File: config.mk
export PLATFORM = sky130hd
export DESIGN_NAME = hazard_stall_ctrl
export DESIGN_NICKNAME = d
export VERILOG_FILES = /design/src/rtl/hazard_stall_ctrl.sv
export SDC_FILE = /design/constraint.sdc
export NUM_CORES = 1
export LEC_CHECK = 0
export CAP_MARGIN = 10
export CELL_PAD_IN_SITES_DETAIL_PLACEMENT = 1
export CELL_PAD_IN_SITES_GLOBAL_PLACEMENT = 1
export CORE_MARGIN = 2
export CORE_UTILIZATION = 30
export DETAILED_ROUTE_END_ITERATION = 8
export PLACE_DENSITY_LB_ADDON = 0.1
export SETUP_SLACK_MARGIN = 0.2
export SYNTH_ARGS = -nofsm -noshare
export SYNTH_HDL_FRONTEND = slang
export SYNTH_SLANG_ARGS = --single-unit
File: constraint.sdc
create_clock -name clk -period 5.4 [get_ports clk]
set_input_delay 1.62 -clock clk [delete_from_list [all_inputs] [get_ports clk]]
set_output_delay 1.62 -clock clk [all_outputs]
set_load 0.01 [all_outputs]
File: src/rtl/hazard_stall_ctrl.sv
// Load-use / branch-operand hazard controller for a 5-stage MIPS pipeline.
// It drives the PC and IF/ID freezes, the ID/EX bubble and the IF/ID flush, and counts stall and flush cycles.
module hazard_stall_ctrl #(
  parameter int unsigned CNT_W        = 16,
  parameter bit          BRANCH_IN_ID = 1'b1
) (
  input  logic             clk,
  input  logic             rst,
  input  logic [31:0]      inst_ID,
  input  logic             ex_mem_read,
  input  logic             ex_reg_write,
  input  logic [4:0]       ex_rd,
  input  logic             mem_mem_read,
  input  logic [4:0]       mem_rd,
  input  logic             branch_taken_ID,
  input  logic             jump_ID,
  output logic             pc_write,
  output logic             ifid_write,
  output logic             idex_bubble,
  output logic             ifid_flush,
  output logic             stalled,
  output logic [CNT_W-1:0] stall_cycles,
  output logic [CNT_W-1:0] flush_cycles
);

  typedef enum logic {RUN, STALL2} state_t;

  state_t     state, state_nxt;
  logic [5:0] op;
  logic [4:0] rs, rt;
  logic       use_rs, use_rt, is_br;
  logic       ex_hit, mem_hit;
  logic       need_any, need_two;
  logic       unused_imm;

  assign op         = inst_ID[31:26];
  assign rs         = inst_ID[25:21];
  assign rt         = inst_ID[20:16];
  assign unused_imm = ^inst_ID[15:0];

  always_comb begin
    use_rs = 1'b0;
    use_rt = 1'b0;
    case (op)
      6'h00, 6'h2B, 6'h04, 6'h05: begin
        use_rs = 1'b1;
        use_rt = 1'b1;
      end
      6'h23, 6'h08, 6'h0A, 6'h0C, 6'h0D: use_rs = 1'b1;
      default: ;
    endcase
  end

  assign is_br = BRANCH_IN_ID && ((op == 6'h04) || (op == 6'h05));

  // Register $0 is hard-wired, so it never creates a dependence.
  assign ex_hit  = (use_rs && (rs != '0) && (rs == ex_rd)) ||
                   (use_rt && (rt != '0) && (rt == ex_rd));
  assign mem_hit = (use_rs && (rs != '0) && (rs == mem_rd)) ||
                   (use_rt && (rt != '0) && (rt == mem_rd));

  assign need_two = ex_mem_read && ex_hit && is_br;
  assign need_any = (ex_mem_read && ex_hit) ||
                    (is_br && ex_reg_write && ex_hit) ||
                    (is_br && mem_mem_read && mem_hit);

  always_comb begin
    state_nxt   = RUN;
    pc_write    = 1'b1;
    ifid_write  = 1'b1;
    idex_bubble = 1'b0;
    ifid_flush  = 1'b0;
    if (rst) begin
      pc_write    = 1'b0;
      ifid_write  = 1'b0;
      idex_bubble = 1'b1;
      ifid_flush  = 1'b1;
    end else begin
      case (state)
        RUN: begin
          if (need_any) begin
            pc_write    = 1'b0;
            ifid_write  = 1'b0;
            idex_bubble = 1'b1;
            state_nxt   = need_two ? STALL2 : RUN;
          end else begin
            ifid_flush = branch_taken_ID || jump_ID;
          end
        end
        STALL2: begin
          pc_write    = 1'b0;
          ifid_write  = 1'b0;
          idex_bubble = 1'b1;
        end
        default: ;
      endcase
    end
  end

  always_ff @(posedge clk) begin
    if (rst) begin
      state        <= RUN;
      stall_cycles <= '0;
      flush_cycles <= '0;
    end else begin
      state <= state_nxt;
      if (!pc_write && (stall_cycles != '1))
        stall_cycles <= stall_cycles + CNT_W'(1);
      if (ifid_flush && (flush_cycles != '1))
        flush_cycles <= flush_cycles + CNT_W'(1);
    end
  end

  assign stalled = (state == STALL2);

endmodule

==> results list, run 1 <==
- Across the run, the number of max-cap violations was 0.
* Std cell rows: 30
- Data on the critical path is required at its endpoint by 3.78 ns.
* Hold Slack: 0.4952 ns
- Width of the die: 86.48 um
- Fill cell count: 833
* Result of the run: finished clean
- Worst Setup Slack post-DPL: -0.2714 ns
- Wire length reported by the detailed router: 6623 um
- Syn-to-layout area delta: 47.95%
- sky130_fd_sc_hd__dfxtp_1 is the most common cell in the netlist.
- The tightest min-delay check is of the flop to flop type.
- GRT Resource Usage Total: 17.87%
- After clock tree synthesis, the clock-pin slew on the worst setup and hold paths is 0.07 ns.
- Sequential area share after synthesis: 32.37%
- Using the TritonRoute via totals, the vias-per-cell ratio works out to 5.539.
* Weighted congestion at the end of routability-driven global placement: 0.8697
- Across the VDD grid, the largest voltage drop is 0.0001145 V.
- After clock tree synthesis, the flow added hold-fix buffers numbering 0.
- The clock period could shrink to 5.094 ns.
- Die Y-Extent: 86.48 um
* Max H-tree Level: 2
* Detailed-route via count: 2293
- Buffers placed on the I/O ports in this run total 69.
* Root buffer cell: sky130_fd_sc_hd__clkbuf_8
* Final hold vios: 0
- The number of different library cells used by synthesis comes to 45.
- The detailed router finished its first iteration with 64 violations.
* Pre-Repair DR Iteration Count: 4
* Origin of the worst min-delay path: stall_cycles[9]
* Part of the cycle the worst path needs: 94.33%
- For this design the ratio of total power to cell area is 174.9 mW/mm^2.
* Minimum setup slack among reg-to-reg paths: 2.80 ns
- Hold path endpoint: stall_cycles[9]
- 86 I/O pins were placed.
- The synthesized design devotes to its leading area cell type 32.37% of total area.
- By area the synthesized netlist is led by sky130_fd_sc_hd__dfxtp_1, sky130_fd_sc_hd__or4_1, sky130_fd_sc_hd__nand3_1.
- Final total negative setup slack: 0 ns
- Counting flops and latches in the post-synthesis netlist gives 33.
* Instance count after placement with tap cells included: 406
- Summed over all layers, the global routing overflow is 0.
* Detailed-route DRC error count: 0
- Arrival @ worst endpoint: 3.47 ns
- In this run the mean area of a mapped cell was 8.034 um^2.
- Library cell occupying the most area in the post-synthesis netlist: sky130_fd_sc_hd__dfxtp_1
* Reg2reg path depth: 8
* Leak: 1.121 nW
- WL per Instance: 16.00 um
- Worst Slack Setup Final: 0.3062 ns
- Measured on the finished design, the core utilization comes to 45.19%.
- Summed over all nets, the half-perimeter wirelength after detailed placement is 4777 um.
- Crit Path Class: primary input to output port
* Ant. Diodes: 0
- Area of the die: 0.007478 mm^2
- In the synthesized netlist, the number of instances is 254.
- The post-route netlist has 10.78% of its cells at a drive strength greater than 1.
- The most used flip-flop cell after synthesis is sky130_fd_sc_hd__dfxtp_1.
- Counting flops with an async set or reset pin after synthesis yields a share of 0%.
* Clock buffer count from CTS: 5
* Maximum buffer depth of the clock tree: 2
- Yosys mapped a number of flops with a built-in enable equal to 0.
- Area of the core: 0.006681 mm^2
* Element type at the critical path start: primary input
* Number of antenna violations at the first check in global routing: 0
- Final setup violation count: 0
* Slew at the pin closest to its max-slew limit: 0.7274 ns
- Warnings, synthesis: 0
- The detail route stage leaves a number of antenna-violating nets equal to 0.
- Entering global routing, the biggest net connects 34 pins.
- The max-slew violation total from the final report came to 0.
- Setup repair after global routing left no endpoint under its margin.
- The worst hold path was traced through 2 stages.
- At the end of the flow, the number of nets in the layout was 384.
- Non-filler instance count after layout: 414
- For the worst-skew pair, the clock arrives at the later sink with an insertion delay of 0.29 ns.
* Total power consumption of the routed design: 0.5281 mW
- TritonCTS built the clock tree.
* Clock sinks: 33
- Endpoint type of the worst setup path: output port
* Reg2reg start: stall_cycles[3]
- The first global-routing pass estimated 10840 um of wire.
- Post-layout instance area: 0.003019 mm^2
* Starting Density: 30.54%
* Vias in the first global route: 2247
- After detailed placement, the total cell area comes to 0.002902 mm^2.
- In this run the worst path has a maximum fanout of 7.
- Terminus of the critical flop-to-flop path: stall_cycles[7]
* Maximum frequency from static timing analysis: 196.3 MHz
- Measured against its own limit, the worst slew margin works out to 51.33%.
- Most frequent cells after synthesis: sky130_fd_sc_hd__dfxtp_1, sky130_fd_sc_hd__nand2_1, sky130_fd_sc_hd__nand3_1, sky130_fd_sc_hd__or4_1, sky130_fd_sc_hd__a21oi_1
- Layout Skew: 0.006836 ns
- Synthesis produced a netlist with a net count of 305.
* Setup repair bufs after CTS: 0
- The cell area that synthesis handed to floorplanning was 0.002041 mm^2.
==> flip-flops by register name, indices dropped and copies added, names as in the netlist <==
signal        cells
stalled           1
stall_cycles     16
flush_cycles     16
==> cells by family (layout without fill, tap and decap cells) <==
logic type | Yosys count | count (layout) | synth area share (%)
simple gates | 122 | 122 | 33.17
flops | 33 | 33 | 32.37
fa+ha+maj | 2 | 2 | 1.226
mux | 1 | 1 | 0.5518
buf+inv | 19 | 99 | 4.230
compound gates | 57 | 57 | 19.87
xor+xnor | 20 | 20 | 8.584
==> layout make-up <==
class | count | area [um^2] | share of cell area, %
multi-input combinational | 202 | 1334 | 44.18
timing repair buffer | 87 | 827.0 | 27.39
sequential | 33 | 660.6 | 21.88
tap | 80 | 100.1 | 3.315
clock buffer | 6 | 72.57 | 2.404
inverter | 4 | 15.01 | 0.4973
clock inverter | 2 | 10.01 | 0.3315
==> cells in the final DEF, fill, tap and decap left out, types with 2 or more instances in the layout <==
cell type / Yosys / final
sky130_fd_sc_hd__nand2_1: 24 / 23
sky130_fd_sc_hd__ha_1: 2 / 2
sky130_fd_sc_hd__inv_1: 3 / 2
sky130_fd_sc_hd__nor2_1: 14 / 14
sky130_fd_sc_hd__dlygate4sd2_1: 0 / 6
sky130_fd_sc_hd__nor4_1: 2 / 2
sky130_fd_sc_hd__nand4_1: 6 / 6
sky130_fd_sc_hd__or4_1: 24 / 24
sky130_fd_sc_hd__o31ai_1: 10 / 10
sky130_fd_sc_hd__and4_1: 2 / 2
sky130_fd_sc_hd__clkbuf_8: 0 / 5
sky130_fd_sc_hd__dlymetal6s2s_1: 0 / 5
sky130_fd_sc_hd__nand3_1: 24 / 24
sky130_fd_sc_hd__o22a_1: 2 / 2
sky130_fd_sc_hd__xor2_1: 12 / 12
sky130_fd_sc_hd__dfxtp_1: 33 / 33
sky130_fd_sc_hd__clkdlybuf4s50_1: 0 / 56
sky130_fd_sc_hd__xnor2_1: 8 / 8
sky130_fd_sc_hd__o41ai_1: 3 / 3
sky130_fd_sc_hd__buf_4: 1 / 18
sky130_fd_sc_hd__o211ai_1: 13 / 13
sky130_fd_sc_hd__o311ai_0: 2 / 2
sky130_fd_sc_hd__clkinv_2: 0 / 2
sky130_fd_sc_hd__o21ai_0: 3 / 3
sky130_fd_sc_hd__and3_1: 11 / 11
sky130_fd_sc_hd__a21oi_1: 15 / 15
sky130_fd_sc_hd__nor3_1: 7 / 6
==> critical path: stages <==
cell and delay, ns:
sky130_fd_sc_hd__clkdlybuf4s50_1 0.46, sky130_fd_sc_hd__xor2_1 0.19, sky130_fd_sc_hd__nor3_1 0.21, sky130_fd_sc_hd__nand3_1 0.12, sky130_fd_sc_hd__o22a_1 0.26, sky130_fd_sc_hd__o221a_4 0.31
sky130_fd_sc_hd__dlygate4sd2_1 0.30
==> worst max-delay path by stage <==
stage                           start     endpoint  slack, ns  cells after the start
after global routing         ex_rd[2]   ifid_write       0.23                      7
final                     inst_ID[17]     pc_write       0.31                      7
after floorplan           inst_ID[28]     pc_write       0.49                      8
after CTS                 inst_ID[29]  idex_bubble       0.24                      8
after global placement    inst_ID[31]  idex_bubble      -0.26                      8
after detailed placement  inst_ID[31]  idex_bubble      -0.27                      8
==> layer usage <==
layer / global-route usage, % / vias to the layer above / part of all wire [%]
li1: - / 1137 / -
met1: 24.18 / 1088 / 48
met5: 0 / - / 0
met2: 28.88 / 59 / 46
met4: 5.966 / 0 / 1.7
met3: 2.952 / 9 / 4.6
==> timing repair <==
action                                  in CTS  in global routing
gates resized for setup                     19                  6
cloned                                       0                  0
pin swaps                                    5                  3
endpoints found under the setup margin       4                  4
==> report_power, final <==
group          internal [mW]  total, mW  switching [mW]
Sequential             0.246      0.250         0.00390
Combinational         0.0498     0.0937          0.0438
Clock                 0.0894      0.184          0.0947
Note: power is estimated with default switching activity, not from simulation.
==> inputs of run 2 (changes only) <==
--- a/config.mk
+++ b/config.mk
@@ -6,13 +6,14 @@
 export NUM_CORES = 1
 export LEC_CHECK = 0
 export CAP_MARGIN = 10
-export CELL_PAD_IN_SITES_DETAIL_PLACEMENT = 1
-export CELL_PAD_IN_SITES_GLOBAL_PLACEMENT = 1
+export CELL_PAD_IN_SITES_DETAIL_PLACEMENT = 2
+export CELL_PAD_IN_SITES_GLOBAL_PLACEMENT = 2
 export CORE_MARGIN = 2
-export CORE_UTILIZATION = 30
+export CORE_UTILIZATION = 23
 export DETAILED_ROUTE_END_ITERATION = 8
 export PLACE_DENSITY_LB_ADDON = 0.1
 export SETUP_SLACK_MARGIN = 0.2
+export SKIP_CTS_REPAIR_TIMING = 1
 export SYNTH_ARGS = -nofsm -noshare
 export SYNTH_HDL_FRONTEND = slang
 export SYNTH_SLANG_ARGS = --single-unit
==> constraint.sdc (replaced) <==
create_clock -name clk -period 5.04 [get_ports clk]
set_input_delay 1.512 -clock clk [delete_from_list [all_inputs] [get_ports clk]]
set_output_delay 1.512 -clock clk [all_outputs]
set_load 0.01 [all_outputs]
==> results list, run 2 (same netlist as run 1, synthesis figures left out) <==
- The flow ran to the end, and the final reports show no timing, DRC or antenna violations.
- The via count of the first global-routing pass came to 2291.
- Clock latency on the worst-skew pair: 0.28 ns
* Register share of total power: 42.3%
* Maximum buffer depth of the clock tree: 2
- Wire length reported by the detailed router: 7045 um
* Layout Skew: 0.002884 ns
- Measured along the y axis, the die boundary spans 98.20 um.
* Worst Setup Slack post-DPL: -0.3491 ns
- Number of port buffers: 69
- Share of layout cells above drive strength 1: 11.64%
- Row generation in the floorplan step produced 34 rows.
- Cells fill 36.46% of the core in the end.
- Clock buffer count from CTS: 5
- Number of nets in the finished design: 385
- Portion of total power attributed to the clock network: 41.3%
- Combinational logic burns 16.4% of the power.
* Starting DRT DRC Count: 27
- Net switching fraction of the power: 24.21%
- Internal power comes to 0.4801 mW.
* Part of the cycle the worst path needs: 93.69%
* Area of the die: 0.009642 mm^2
* Most used cells in the layout excluding fill and tap cells: sky130_fd_sc_hd__clkdlybuf4s50_1, sky130_fd_sc_hd__dfxtp_1, sky130_fd_sc_hd__nand3_1, sky130_fd_sc_hd__or4_1, sky130_fd_sc_hd__nand2_1
- Once layout is done, the placed cells without fillers occupy 0.003164 mm^2.
* Syn-to-layout area delta: 55.06%
- Detail-routed via count per cell: 5.178
* Relative slew slack: 61.95%
* Non-filler instance count after layout: 443
- Arrival @ worst endpoint: 3.21 ns
- Once placement completed, the tool counted placed cells totaling 434.
- Crit Path Class: primary input to output port
* Weighted congestion at the end of routability-driven global placement: 0.7882
- During I/O placement, the number of pins put on the boundary was 86.
- At the worst endpoint, the required time is 3.53 ns.
* Most utilized layer in the global route result: met2
- Fill cell count: 1008
- The design draws 0.6335 mW.
* Count of antenna-violating nets left after detailed routing: 0
- Clock-pin slew was measured on the worst setup and hold paths at 0.07 ns.
* Global routing usage on met3: 2.863%
- GR Layer Usage met1: 18.76%
* GRT overflow: 0
- Power density relative to cell area: 200.2 mW/mm^2
- Summed over all nets, the switching power comes to 0.1534 mW.
* Hold Slack: 0.4948 ns
- The worst path meets setup with 0.3180 ns of slack.
- Once the floorplan was initialized, standard cells occupied 23.51% of the core.
* Width of the die: 98.20 um
* Leading cell type in the layout, fill and taps excluded: sky130_fd_sc_hd__clkdlybuf4s50_1
- Timing would allow up to 211.8 MHz.
- Ant. Diodes: 0
- The worst setup path is captured at an output port.
* Final hold vios: 0
- After detailed routing, the average wire length per cell comes to 15.90 um.
* Pre-Repair DR Iteration Count: 4
* TritonCTS clock tree: done
* Crit-path max FO: 2
- Origin of the worst min-delay path: stall_cycles[14]
- The max-slew violation total from the final report came to 0.
- The critical path starts at ex_rd[2].
* Detailed-route DRC error count: 0
- The detailed router placed 2294 vias in this run.
- Setup violations remaining at the end of the flow were counted as 0.
- Max-cap violations in this run came to 0.
- RSZ-0062 raised after global routing: false
- Once placement finished, the instance area stood at 0.002937 mm^2.
- Global-route wire length before repair: 11420 um
- Worst supply voltage drop on vdd: 0.0001064 V
- Element type at the critical path start: primary input
* Clock sinks: 33
* Max H-tree Level: 2
- Leak: 1.290 nW
- Path category of the worst min-delay check: flop to flop
* Slew at the pin closest to its max-slew limit: 0.5686 ns
* GRT Resource Usage Total: 14.43%
* Root buffer cell: sky130_fd_sc_hd__clkbuf_8
- Final total negative setup slack: 0 ns
* Number of antenna violations at the first check in global routing: 0
- After floorplanning, the core was sized to cover 0.008678 mm^2.
- The routed design could run at a clock period as short as 4.722 ns.
* Reg2reg start: stall_cycles[3]
- Once detailed placement completed, the half-perimeter wirelength came to 5206 um.
* Global routing usage on met2: 24.97%
* Largest net degree at the start of global routing: 33
## run 2: final timing paths
check                                   endpoint  slack, ns  cells after the start
worst max-delay path                  ifid_flush       0.32                      9
worst min-delay path            stall_cycles[14]       0.49                      2
worst max register to register  stall_cycles[12]       2.46                      8
worst min register to register  stall_cycles[14]       0.49                      2
## run 2: worst max-delay path, stage by stage
cell	delay (ns)
sky130_fd_sc_hd__clkdlybuf4s50_1	0.43
sky130_fd_sc_hd__xor2_1	0.18
sky130_fd_sc_hd__nor3_2	0.18
sky130_fd_sc_hd__nand3_1	0.12
sky130_fd_sc_hd__o22a_1	0.24
sky130_fd_sc_hd__buf_4	0.15
sky130_fd_sc_hd__o221ai_4	0.17
sky130_fd_sc_hd__nand2_2	0.08
sky130_fd_sc_hd__clkbuf_2	0.13
## run 2: power by group through the flow
stage	logic (mW)	clock network (mW)	registers, mW
2_1_floorplan	0.0394	0	0.275
5_1_grt	0.113	0.282	0.269
4_1_cts	0.102	0.271	0.268
3_3_place_gp	0.100	0	0.274
3_5_place_dp	0.102	0	0.274
6_report	0.104	0.262	0.268
## run 2: area by class of cell
type	instances	area (um^2)	area share [%]
clock buffers	7	86.33	2.728
clock inverters	1	30.03	0.9490
inverters	4	15.01	0.4745
multi-input cells	202	1356	42.86
flip-flops and latches	33	660.6	20.88
well taps	108	135.1	4.270
repair buffers	88	880.8	27.84
## run 2: layer usage
metal | wire [um] | share of wire (%) | vias up
met5 | 0 | 0 | -
li1 | - | - | 1142
met3 | 198 | 2.8 | 4
met1 | 3277 | 47 | 1120
met4 | 43 | 0.61 | 0
met2 | 3525 | 50 | 28
